--- src/rtl/cube_pkg.sv ---
// Shared constants, state encoding and helpers for the cube sticker store.
// Used by the color writer and its switch debouncer.
package cube_pkg;

   localparam int N_STICKERS = 24;
   localparam int N_COLORS   = 6;
   localparam int COLOR_W    = 3;
   localparam int IDX_W      = 5;
   localparam int N_COLS     = 8;
   localparam int N_ROWS     = 6;

   localparam logic [2:0] FACE_TOP    = 3'd0;
   localparam logic [2:0] FACE_LEFT   = 3'd1;
   localparam logic [2:0] FACE_FRONT  = 3'd2;
   localparam logic [2:0] FACE_RIGHT  = 3'd3;
   localparam logic [2:0] FACE_BACK   = 3'd4;
   localparam logic [2:0] FACE_BOTTOM = 3'd5;
   localparam logic [2:0] FACE_NONE   = 3'd7;

   typedef enum logic [2:0] {
      ST_IDLE,
      ST_PRESS_DB,
      ST_LOCATE,
      ST_WRITE,
      ST_WAIT_REL,
      ST_REL_DB
   } state_e;

   // Map a 2x2 cell block (row pair, column pair) onto the unfolded net.
   function automatic logic [2:0] face_lookup(
      input logic [1:0] rp,
      input logic [1:0] cp
   );
      logic [2:0] f;
      f = FACE_NONE;
      case (rp)
         2'd0: if (cp == 2'd1) f = FACE_TOP;
         2'd1: begin
            case (cp)
               2'd0:    f = FACE_LEFT;
               2'd1:    f = FACE_FRONT;
               2'd2:    f = FACE_RIGHT;
               default: f = FACE_BACK;
            endcase
         end
         2'd2: if (cp == 2'd1) f = FACE_BOTTOM;
         default: f = FACE_NONE;
      endcase
      return f;
   endfunction

   // Next color in the 0..5 cycle; stray 6/7 fold back to 0.
   function automatic logic [COLOR_W-1:0] next_color(
      input logic [COLOR_W-1:0] c
   );
      logic [COLOR_W-1:0] n;
      if (c >= COLOR_W'(N_COLORS - 1)) n = '0;
      else                             n = c + COLOR_W'(1);
      return n;
   endfunction

endpackage

--- src/rtl/cube_color_writer_debounce.sv ---
// Push-button synchronizer and press/release debounce sequencer.
// Emits a locate strobe, a write strobe and a held level per press.
module switch_debounce
   import cube_pkg::*;
#(
   parameter int DEBOUNCE_CYCLES = 250000
) (
   input  logic clk_i,
   input  logic rst_i,
   input  logic sw_i,
   output logic press_o,
   output logic write_o,
   output logic held_o
);

   localparam int CW = (DEBOUNCE_CYCLES > 1) ?
                       $clog2(DEBOUNCE_CYCLES) : 1;
   localparam logic [CW-1:0] CNT_LAST = CW'(DEBOUNCE_CYCLES - 1);

   logic [1:0]    sync_q;
   logic          sw_s;
   state_e        state_q, state_d;
   logic [CW-1:0] cnt_q, cnt_d;
   logic [CW-1:0] cnt_inc;

   assign sw_s = sync_q[1];

   // Two-flop synchronizer for the raw asynchronous button.
   always_ff @(posedge clk_i) begin
      if (rst_i) sync_q <= '0;
      else       sync_q <= {sync_q[0], sw_i};
   end

   // State and debounce counter registers.
   always_ff @(posedge clk_i) begin
      if (rst_i) begin
         state_q <= ST_IDLE;
         cnt_q   <= '0;
      end else begin
         state_q <= state_d;
         cnt_q   <= cnt_d;
      end
   end

   // Next-state logic; the counter saturates at its terminal value.
   always_comb begin
      state_d = state_q;
      cnt_d   = cnt_q;
      cnt_inc = (cnt_q == CNT_LAST) ? cnt_q : cnt_q + CW'(1);
      unique case (state_q)
         ST_IDLE: begin
            if (sw_s) begin
               cnt_d   = '0;
               state_d = ST_PRESS_DB;
            end
         end
         ST_PRESS_DB: begin
            if (!sw_s)                 state_d = ST_IDLE;
            else if (cnt_q == CNT_LAST) state_d = ST_LOCATE;
            else                       cnt_d   = cnt_inc;
         end
         ST_LOCATE: state_d = ST_WRITE;
         ST_WRITE:  state_d = ST_WAIT_REL;
         ST_WAIT_REL: begin
            if (!sw_s) begin
               cnt_d   = '0;
               state_d = ST_REL_DB;
            end
         end
         ST_REL_DB: begin
            if (sw_s)                  state_d = ST_WAIT_REL;
            else if (cnt_q == CNT_LAST) state_d = ST_IDLE;
            else                       cnt_d   = cnt_inc;
         end
         default: state_d = ST_IDLE;
      endcase
   end

   assign press_o = (state_q == ST_LOCATE);
   assign write_o = (state_q == ST_WRITE);
   assign held_o  = (state_q == ST_LOCATE)   ||
                    (state_q == ST_WRITE)    ||
                    (state_q == ST_WAIT_REL) ||
                    (state_q == ST_REL_DB);

endmodule

--- src/rtl/cube_color_writer.sv ---
// Sticker color store: advances the sticker under the selector on
// each debounced button press and serves a registered read port.
module cube_color_writer
   import cube_pkg::*;
#(
   parameter int CELL            = 60,
   parameter int MARGIN          = 5,
   parameter int DEBOUNCE_CYCLES = 250000
) (
   input  logic               clock,
   input  logic               reset,
   input  logic               color_switch,
   input  logic [9:0]         selector_x,
   input  logic [9:0]         selector_y,
   input  logic [IDX_W-1:0]   rd_index,
   output logic [COLOR_W-1:0] rd_color,
   output logic               write_pulse,
   output logic [IDX_W-1:0]   wr_index,
   output logic               miss,
   output logic               busy
);

   logic locate_s;
   logic write_s;

   logic [2:0]   col_c, row_c;
   logic         col_ok, row_ok;
   logic [9:0]   xoff_c, yoff_c;
   logic         in_x, in_y;
   logic [2:0]   face_c;
   logic         hit_c;
   logic [IDX_W-1:0] idx_c;

   logic             hit_q;
   logic [IDX_W-1:0] idx_q;
   logic [COLOR_W-1:0] stk_q [N_STICKERS];
   logic [COLOR_W-1:0] rd_color_q;
   logic               wr_en;

   switch_debounce #(
      .DEBOUNCE_CYCLES(DEBOUNCE_CYCLES)
   ) u_db (
      .clk_i  (clock),
      .rst_i  (reset),
      .sw_i   (color_switch),
      .press_o(locate_s),
      .write_o(write_s),
      .held_o (busy)
   );

   // Column decode: compare chain against multiples of CELL.
   always_comb begin
      col_c  = '0;
      col_ok = 1'b0;
      xoff_c = '0;
      for (int k = N_COLS - 1; k >= 0; k--) begin
         if ({1'b0, selector_x} < 11'((k + 1) * CELL)) begin
            col_c  = 3'(k);
            xoff_c = selector_x - 10'(k * CELL);
            col_ok = 1'b1;
         end
      end
   end

   // Row decode: compare chain against multiples of CELL.
   always_comb begin
      row_c  = '0;
      row_ok = 1'b0;
      yoff_c = '0;
      for (int k = N_ROWS - 1; k >= 0; k--) begin
         if ({1'b0, selector_y} < 11'((k + 1) * CELL)) begin
            row_c  = 3'(k);
            yoff_c = selector_y - 10'(k * CELL);
            row_ok = 1'b1;
         end
      end
   end

   // Margin test, face lookup and sticker index.
   always_comb begin
      in_x   = (xoff_c >= 10'(MARGIN + 1)) &&
               (xoff_c <= 10'(CELL - MARGIN - 1));
      in_y   = (yoff_c >= 10'(MARGIN + 1)) &&
               (yoff_c <= 10'(CELL - MARGIN - 1));
      face_c = face_lookup(row_c[2:1], col_c[2:1]);
      hit_c  = col_ok && row_ok && in_x && in_y &&
               (face_c != FACE_NONE);
      idx_c  = {face_c, row_c[0], col_c[0]};
   end

   // Latch the hit result while locating; held for the write cycle.
   always_ff @(posedge clock) begin
      if (reset) begin
         hit_q <= 1'b0;
         idx_q <= '0;
      end else if (locate_s) begin
         hit_q <= hit_c;
         idx_q <= idx_c;
      end
   end

   assign wr_en = write_s && hit_q;

   // Sticker registers: each face starts solid in its own color.
   always_ff @(posedge clock) begin
      if (reset) begin
         for (int i = 0; i < N_STICKERS; i++) begin
            stk_q[i] <= COLOR_W'(i / 4);
         end
      end else if (wr_en) begin
         stk_q[idx_q] <= next_color(stk_q[idx_q]);
      end
   end

   // Registered read port; same-cycle write shows the old color.
   always_ff @(posedge clock) begin
      if (reset) begin
         rd_color_q <= '0;
      end else if (rd_index < IDX_W'(N_STICKERS)) begin
         rd_color_q <= stk_q[rd_index];
      end else begin
         rd_color_q <= '0;
      end
   end

   assign rd_color    = rd_color_q;
   assign write_pulse = wr_en;
   assign wr_index    = wr_en ? idx_q : '0;
   assign miss        = write_s && !hit_q;

endmodule

--- config.mk ---
export PLATFORM = sky130hd
export DESIGN_NAME = cube_color_writer
export DESIGN_NICKNAME = d
export VERILOG_FILES = /design/src/rtl/cube_pkg.sv /design/src/rtl/cube_color_writer_debounce.sv /design/src/rtl/cube_color_writer.sv
export SDC_FILE = /design/constraint.sdc
export NUM_CORES = 1
export LEC_CHECK = 0
export ABC_AREA = 1
export BUFFER_PORTS_ARGS = -buffer_cell sky130_fd_sc_hd__buf_2
export CAP_MARGIN = 20
export CORE_AREA = 5 5 156 158
export DETAILED_ROUTE_END_ITERATION = 7
export DIE_AREA = 0 0 161 163
export GPL_ROUTABILITY_DRIVEN = 1
export HOLD_SLACK_MARGIN = 0.12
export PLACE_DENSITY = 0.59
export SYNTH_ARGS = -nofsm -noshare
export SYNTH_HDL_FRONTEND = slang
export SYNTH_SLANG_ARGS = --single-unit
--- constraint.sdc ---
create_clock -name clock -period 2.5 [get_ports clock]
set_clock_uncertainty 0.05 [all_clocks]
set_input_delay 0.375 -clock clock [delete_from_list [all_inputs] [get_ports clock]]
set_output_delay 0.375 -clock clock [all_outputs]
set_load 0.005 [all_outputs]
==> metrics.yaml <==
async_flop_share_pct: 0
grt_use_met2_pct: 32.75
vdd_drop_max_mv: 0.4598
whs_ns: 0.2554
io_pins: 39
cts_buffers: 17
layout.nets: 1398
syn_avg_cell_area_um2: 7.065
drt_iter0_markers: 962
leakagePower_nw: 4.432
initial_core_util_pct: 38.86
routed_wl_um: 26900
yosysTopAreaCell: "edfxtp_1"
synth_edf_count: 96
ys_top_cells_by_area: "edfxtp_1 32%, nand2_1 12%, nor2_1 10%, dfxtp_1 8.3%, o21ai_0 6.9%"
crit_chain: "inv_4 > buf_12 > nor2_1 > o221ai_1 > nand3_1 > nand2_1 > inv_1 > o21a_1 > inv_2 > ha_1 > nand3b_1 > nand2_2 > inv_2 > nor2_8 > buf_12 > buf_12"
path_clk_slew_ns: 0.07
use_met1_pct: 28.68
grtUsageMet3_pct: 4.252
path_common_cell: "buf_12"
ys_seq_area_share_pct: 40.58
place_congestion: 0.8859
vias: 8949
worst_slack_ns: 0.03196
numClockSinks: 133
start_kind: "flip-flop"
netlist_instances: 1264
hold_path.class: "primary input to flip-flop"
stdcell_area_mm2: 0.01071
clock.fmax_mhz: 405.2
dr.pass1.iters: 6
die_h_um: 163
route.detailed.drc: 0
critPathRequiredTime_ns: 2.64
fillers: 2244
synth_top_area_share_pct: 32.28
drv_slew: 0
syn_to_final_growth_pct: 19.88
rsz0062_at_grt: "true"
io_buffers: 38
antenna_found_initial: 0
outcome: "complete, no violations"
power.density_mw_per_mm2: 535.8
clock_latency_ns: 0.43
max-slew-margin-rel_pct: 65.64
antenna_left: 0
post-route-period-util_pct: 98.72
pre_cts_ws_ns: -0.1712
max_stage_delay_ns: 0.37
globalRouteTotalUtil_pct: 20.54
hold_violations: 0
cts_tree: "yes"
fp.coreArea_mm2: 0.02298
worstSetupEndpointType: "flip-flop"
die_w_um: 161
overflow: 0
netlist_area_mm2: 0.008930
synth_seq_cells: 133
placed_area_mm2: 0.009936
die_area_mm2: 0.02624
synth.most_common_cell: "nand2_1"
ys_top_cells_by_count: "284 x nand2_1, 242 x nor2_1, 133 x inv_1"
grt_start_max_net_pins: 49
synth-warning-count: 0
max_cap_viol_count: 0
worst-setup-path-type: "flip-flop to flip-flop"
hp-start: "rd_index[4]"
path_max_fanout: 16
htree_levels: 4
dpl.hpwl_um: 19630
wl_per_cell_um: 16.28
layout-drive-gt1-share_pct: 13.58
grt_pass1_wl_um: 43000
period_needed_ns: 2.468
ys_types: 38
worst_slew_pin_slew_ns: 0.5148
finalSetupTns_ns: 0
syn_nets: 1313
finalSetupViolations: 0
slowest_stage: "dfxtp_4"
cts-root-buf: "clkbuf_16"
arrival_ns: 2.61
cts_max_path_buffers: 2
num_rows: 56
first_global_vias: 8193
busiest_layer: "met2"
ys.flop_type: "edfxtp_1"
antenna_cells: 0
via_per_inst: 5.417
power by group:
part	switching [W]	leakage, nW	internal, W
sequential	0.0000201	1.16	0.00239
clock	0.00115	0.299	0.00144
combinational	0.000473	2.97	0.000268
total	0.00164	4.43	0.00409
path summary, 6_finish.rpt:
path	to	slack (ns)	cells past startpoint
min reg2reg	u_db.sync_q[1]$_SDFF_PP0_	0.36	2
min	rd_color[0]$_SDFF_PP0_	0.26	3
max	stk_q[31][0]$_DFFE_PP_	0.03	16
max reg2reg	stk_q[31][0]$_DFFE_PP_	0.03	16
registers in the layout (all words and copies together), names as in the netlist, named ones only:
register and count:
hit_q 1, idx_q 5, rd_color 3, stk_q 96, u_db.cnt_q 18, u_db.state_q 3
u_db.sync_q 2
layout make-up:
class                   count  area [µm²]  share of cell area (%)
clock buffers              17       425.4                   3.974
clock inverters            15       180.2                   1.683
inverters                 148       563.0                   5.259
multi-input cells         931        4544                   42.45
flip-flops and latches    133        3631                   33.92
well taps                 290       362.8                   3.389
repair buffers            118       998.5                   9.327
timing repair:
item,4_1_cts,5_1_grt
cloned,0,2
pin swaps,1,2
hold buffers,1,0
buffers inserted,2,0
gates resized for setup,13,26
endpoints found under the setup margin,96,98
endpoints found under the hold margin,1,0
critical path: cells and delay by family (launching register included):
| kind | cells | cell delay (ns) |
|---|---|---|
| compound gates | 2 | 0.41 |
| buf+inv | 7 | 0.76 |
| simple gates | 6 | 0.51 |
| flops | 1 | 0.37 |
| fa+ha+maj | 1 | 0.12 |
cell usage in the layout, fill, tap and decap left out, types with 17 or more instances in the layout:
| master | count |
|---|---|
| nand2_1 | 284 |
| nor2_1 | 240 |
| inv_1 | 131 |
| o21ai_0 | 111 |
| edfxtp_1 | 96 |
| nand3_1 | 73 |
| buf_4 | 62 |
| buf_2 | 38 |
| a21oi_1 | 36 |
| dfxtp_1 | 35 |
| o221ai_1 | 34 |
| nor3_1 | 21 |
| ha_1 | 21 |
| clkbuf_16 | 19 |
| o21ai_1 | 17 |
| nand4_1 | 17 |
routing by layer:
layer | share of wire [%] | vias to the layer above | wire length (µm)
met5 | 0 | - | 0
met1 | 45 | 4128 | 12040
met4 | 2.1 | 0 | 578
met3 | 7.6 | 45 | 2051
li1 | - | 4399 | -
met2 | 45 | 377 | 12230
through the flow:
step | cells | total power (W) | utilization, %
after floorplan | 1264 | 0.002911 | -
after global placement | 1615 | 0.003176 | 43.23
after detailed placement | 1615 | 0.003180 | 43.23
after CTS | 1650 | 0.005759 | 46.13
after global routing | 1652 | 0.005962 | 46.58
final | 1652 | 0.005736 | 46.58
logic make-up (layout without fill, tap and decap cells):
family | count (synthesis) | in the layout | share of synthesized area (%)
and+or+nand+nor | 653 | 653 | 29.98
AOI/OAI and AO/OA | 238 | 238 | 15.64
buffers and inverters | 200 | 298 | 8.995
DFF | 133 | 133 | 40.58
adders and majority gates | 21 | 21 | 2.942
xor gates and xnor gates | 19 | 19 | 1.864
(Power assumes the default switching activity.)
